--- src/rtl/fifo_reader.sv ---
// Consumer-side drain engine: pops the sample FIFO, captures its registered dataout
// into a 3-entry buffer and presents words on a valid/ready stream. Optional counter: FIFO_READER_COUNT_EN.
module fifo_reader #(
  parameter int WIDTH = 24,
  parameter int CNT_W = 16
) (
  input  logic             clk,
  input  logic             reset,
  input  logic             fifo_empty,
  input  logic [WIDTH-1:0] fifo_dataout,
  output logic             fifo_pop,
  input  logic             flush,
  output logic             m_valid,
  input  logic             m_ready,
  output logic [WIDTH-1:0] m_data,
  output logic [CNT_W-1:0] word_count
);

  logic [WIDTH-1:0] mem_q [3];
  logic [WIDTH-1:0] mem_d [3];
  logic [1:0]       rd_q, rd_d;
  logic [1:0]       wr_q, wr_d;
  logic [1:0]       occ_q, occ_d;
  logic             inflight_q, inflight_d;
  logic             capture_s;
  logic             drain_s;

  function automatic logic [1:0] ptr_inc(input logic [1:0] p);
    if (p == 2'd2) begin
      return 2'd0;
    end else begin
      return p + 2'd1;
    end
  endfunction

  // Pop request: occupancy plus the in-flight word must leave room; m_ready is deliberately absent
  always_comb begin
    fifo_pop = 1'b0;
    if (reset && !flush && !fifo_empty &&
        (({1'b0, occ_q} + {2'b00, inflight_q}) < 3'd3)) begin
      fifo_pop = 1'b1;
    end else begin
      fifo_pop = 1'b0;
    end
  end

  // Stream head presentation
  always_comb begin
    m_valid = (occ_q != 2'd0);
    case (rd_q)
      2'd0:    m_data = mem_q[0];
      2'd1:    m_data = mem_q[1];
      2'd2:    m_data = mem_q[2];
      default: m_data = {WIDTH{1'b0}};
    endcase
  end

  // Next-state: flush overrides capture, drain and pop
  always_comb begin
    capture_s  = inflight_q && !flush;
    drain_s    = (occ_q != 2'd0) && m_ready && !flush;
    rd_d       = rd_q;
    wr_d       = wr_q;
    occ_d      = occ_q;
    inflight_d = fifo_pop;
    for (int i = 0; i < 3; i++) begin
      if (capture_s && (wr_q == 2'(i))) begin
        mem_d[i] = fifo_dataout;
      end else begin
        mem_d[i] = mem_q[i];
      end
    end
    if (flush) begin
      rd_d  = 2'd0;
      wr_d  = 2'd0;
      occ_d = 2'd0;
    end else begin
      if (capture_s) begin
        wr_d = ptr_inc(wr_q);
      end else begin
        wr_d = wr_q;
      end
      if (drain_s) begin
        rd_d = ptr_inc(rd_q);
      end else begin
        rd_d = rd_q;
      end
      case ({capture_s, drain_s})
        2'b10:   occ_d = occ_q + 2'd1;
        2'b01:   occ_d = occ_q - 2'd1;
        default: occ_d = occ_q;
      endcase
    end
  end

  // State registers with synchronous active-low reset
  always_ff @(posedge clk) begin
    if (!reset) begin
      for (int i = 0; i < 3; i++) begin
        mem_q[i] <= {WIDTH{1'b0}};
      end
      rd_q       <= 2'd0;
      wr_q       <= 2'd0;
      occ_q      <= 2'd0;
      inflight_q <= 1'b0;
    end else begin
      for (int i = 0; i < 3; i++) begin
        mem_q[i] <= mem_d[i];
      end
      rd_q       <= rd_d;
      wr_q       <= wr_d;
      occ_q      <= occ_d;
      inflight_q <= inflight_d;
    end
  end

`ifdef FIFO_READER_COUNT_EN
  logic [CNT_W-1:0] cnt_q, cnt_d;

  // Delivered-word counter; survives flush, cleared only by reset
  always_comb begin
    cnt_d = cnt_q;
    if (drain_s) begin
      cnt_d = cnt_q + {{(CNT_W-1){1'b0}}, 1'b1};
    end else begin
      cnt_d = cnt_q;
    end
  end

  // Counter register
  always_ff @(posedge clk) begin
    if (!reset) begin
      cnt_q <= {CNT_W{1'b0}};
    end else begin
      cnt_q <= cnt_d;
    end
  end

  assign word_count = cnt_q;
`else
  assign word_count = {CNT_W{1'b0}};
`endif

endmodule

--- config.mk ---
export PLATFORM = sky130hd
export DESIGN_NAME = fifo_reader
export DESIGN_NICKNAME = d
export VERILOG_FILES = /design/src/rtl/fifo_reader.sv
export SDC_FILE = /design/constraint.sdc
export NUM_CORES = 1
export LEC_CHECK = 0
export CORE_ASPECT_RATIO = 2
export CORE_MARGIN = 1
export CORE_UTILIZATION = 35
export CTS_CLUSTER_DIAMETER = 100
export DETAILED_ROUTE_END_ITERATION = 6
export PLACE_DENSITY = 0.6
export SLEW_MARGIN = 20
export SYNTH_ARGS = -nofsm -noshare
export SYNTH_HDL_FRONTEND = slang
export SYNTH_SLANG_ARGS = --single-unit
--- constraint.sdc ---
create_clock -name clk -period 3 [get_ports clk]
set_clock_uncertainty 0.15 [all_clocks]
set_input_delay 0.45 -clock clk [delete_from_list [all_inputs] [get_ports clk]]
set_output_delay 0.45 -clock clk [all_outputs]
set_load 0.005 [all_outputs]
==> summary.txt <==
Layout
  • ANT cells: 0
  • Post-route insts no fill: 641
  • Area Growth Syn to Fin: 24.3%
  • Layout cells sized above 1: 0.0791
  • NumNets Final: between 500 and 600

STA
  • Final setup violation count: 0
  • Peak Freq: 361 MHz
  • TNS Setup: 0 ns
  • Tmin final: between 2 and 3 ns
  • RSZ-0062 raised after global routing: no
  • Slew Viols, Final: 0
  • Slew headroom: 0.603
  • Tcrit/Tclk final: 0.924
  • Slew @ Worst Pin: between 0.5 and 0.6 ns
  • Endpoints failing hold: 0

Synthesis
  • Main synth FF type: dfxtp_1
  • Number of synthesized flops with an enable pin: 0
  • Most frequent cell after synthesis: nand2_1
  • Synth Warn #: 0
  • Cells after Synth: 455
  • Yosys cell types: 27
  • Synthesized area: 3690 sq um
  • Synth top area cells: dfxtp_1 43%, nand2_1 18%, a21boi_0 7.7%, a21boi_1 6.9%, mux2i_1 6.8%
  • Register area share after synthesis: 0.428
  • Syn_area_per_cell: about 8.1 sq um
  • Yosys reg bits: a little under 80
  • Most frequent cells after synthesis: 173 x nand2_1, 79 x dfxtp_1, 38 x a21boi_0, 34 x a21boi_1, 26 x o21ai_0
  • Top-area cell type share of the netlist area: 0.428
  • Asr flop ratio synth: 0
  • Largest area contributor in the netlist: dfxtp_1

Critical path
  • Sequence of cells on the critical path: ha_1 -> ha_1 -> a2111oi_0 -> clkdlybuf4s50_1
  • R2r setup slk: between 1 and 1.5 ns
  • Worst path most repeated cell: ha_1
  • R2R Path Start: occ_q[0]$_SDFFE_PP0P_
  • Setup CP Type: flip-flop to output port
  • Crit. End Element: output port
  • CP max-delay cell: clkdlybuf4s50_1
  • Reg-to-reg endpoint: occ_q[1]$_SDFFE_PP0P_
  • Critical Path RT: 2.40 ns
  • Crit Path Max Fanout: 5
  • Critical Path Max Stage Delay: 0.58 ns
  • Worst EP arrival: around 2.2 ns
  • CP Launch Type: flip-flop
  • R2r worst-path depth: 5

Detailed routing
  • Vias/cell: a little under 5
  • Average routed wire per standard cell: approximately 14 microns
  • DRC viols: 0
  • TritonRoute pass-1 iters: 5
  • DR iter-0 viols: 138
  • WL final: 8800 microns
  • ANT nets after route: 0
  • Vias: 3096

Die
  • Starting Density: 0.361
  • Overall die height: ~150 microns
  • DIE WIDTH: 74.6 microns
  • Die Area: 11000 sq um
  • Core area: 10200 sq um
  • I/O Pins: ~70
  • Num rows: 52

Clock tree
  • Clk Latency, worst-skew pair: 0.33 ns
  • Reg clk slew, reported paths: roughly 0.060 ns
  • Post-CTS Repair Setup Buffers: 0
  • Root buffer cell: clkbuf_16
  • CTS Buf Count: 9
  • CTS max path bufs: 2
  • # hold bufs at CTS: 0
  • Clk sinks: 79
  • Post-cts resize count: 0
  • CTS tree: done
  • H-tree levels: 3

Power and ir drop
  • P per Cell Area: 481 nW/um^2
  • VDD IR max: 0.277 mV
  • P_leak: between 1 and 1.5 nW

Global routing
  • First-pass GRT wire length: 14200 microns
  • Vias in the first global route: 2949
  • Largest net degree at the start of global routing: 73
  • Initial antenna violation count: 0
  • Congestion Overflow GR: 0
  • GRT Overall Usage: 0.172

Hold path
  • Hold crit path type: flip-flop to flip-flop
  • WHS Endpoint: mem_q[0][7]$_SDFFE_PN0P_
  • Hold Path Depth: 2
  • Worst hold start: mem_q[0][7]$_SDFFE_PN0P_

Placement
  • Placer Congestion: ~0.7
  • # placed instances: 625
  • IO buf count: 54
  • Post-DP HPWL: 5970 microns

Run
  • MaxCap Viol Count: 0

Outcome
  • Status: finished, final reports clean
registers in the layout (all words and copies together), names as in the netlist:
signal	cells
wr_q	2
mem_q	72
rd_q	2
occ_q	2
inflight_q	1
routing by layer:
metal,up-vias,GRT usage,part of all wire,routed length (microns)
met5,-,0,0,0
met4,0,0.0943,0.033,286
met3,17,0.0329,0.041,357
met2,79,0.295,0.53,4660
met1,1450,0.194,0.40,3490
li1,1550,-,-,-
worst max-delay path: cells and delay by family (launching register included):
kind	cells	cell delay (ns)
adders and majority gates	2	0.50
DFF	1	0.36
AOI/OAI and AO/OA	1	0.41
buffers and inverters	1	0.58
final cells by class:
class / count / area, sq um
clock inverter: 3 / 17.5
clock buffer: 13 / 260
tap: 135 / 169
fill: 1033 / 5630
multi-input combinational: 339 / 1890
timing repair buffer: 71 / 663
inverter: 1 / 3.75
sequential: 79 / 1580
worst max-delay path by stage:
stage | to | slack (ns) | cells after the start | from
finish | fifo_pop | 0.23 | 4 | occ_q[0]$_SDFFE_PP0P_
floorplan | fifo_pop | 1.09 | 3 | reset
CTS | fifo_pop | 0.20 | 4 | occ_q[0]$_SDFFE_PP0P_
global route | fifo_pop | 0.13 | 4 | occ_q[0]$_SDFFE_PP0P_
detailed placement | fifo_pop | 0.45 | 5 | flush
global placement | fifo_pop | 0.47 | 5 | flush
cell usage in the layout, fill, tap and decap left out:
master and count:
mux2i_1 25, buf_2 1, clkdlybuf4s50_1 53, o21ai_0 26, nand4bb_1 2, or2_2 1
clkbuf_16 9, conb_1 16, xnor2_1 1, dfxtp_2 1, nor4b_4 1, nor2b_2 1
nand2_1 173, a21oi_1 3, or4b_1 1, nor4bb_4 2, clkinvlp_4 1, inv_1 1
clkbuf_1 2, nor2_1 5, buf_4 17, dfxtp_1 78, a21boi_0 38, ha_1 3
or3_1 2, a21boi_1 34, a2111oi_0 2, clkbuf_8 2, mux2_2 1, clkinv_2 2
or3b_2 1, xor2_1 1
kinds of logic after synthesis:
kind of cell,after synthesis,synth area share
DFF,79,0.428
muxes,26,0.0708
AOI/OAI and AO/OA,103,0.191
other,1,0.00102
buffers and inverters,52,0.0834
xor gates and xnor gates,2,0.00475
and+or+nand+nor,189,0.211
adders and majority gates,3,0.0102
stage by stage:
step	power, mW	setup WS [ns]	util	cell area (sq um)	hold slack (ns)
floorplan	1.16	1.09	-	3750	0.284
global placement	1.22	0.471	0.422	4310	0.290
detailed placement	1.22	0.447	0.422	4310	0.296
CTS	2.23	0.199	0.449	4590	0.304
global route	2.29	0.134	0.449	4590	0.325
finish	2.21	0.228	0.449	4590	0.302
report_power, final:
group,total [mW],switching [mW],leakage (nW),internal [mW]
logic,0.135,0.0605,0.710,0.0748
registers,1.06,0.00562,0.638,1.06
clock network,1.01,0.404,0.136,0.603
Note: power is estimated with default switching activity, not from simulation.
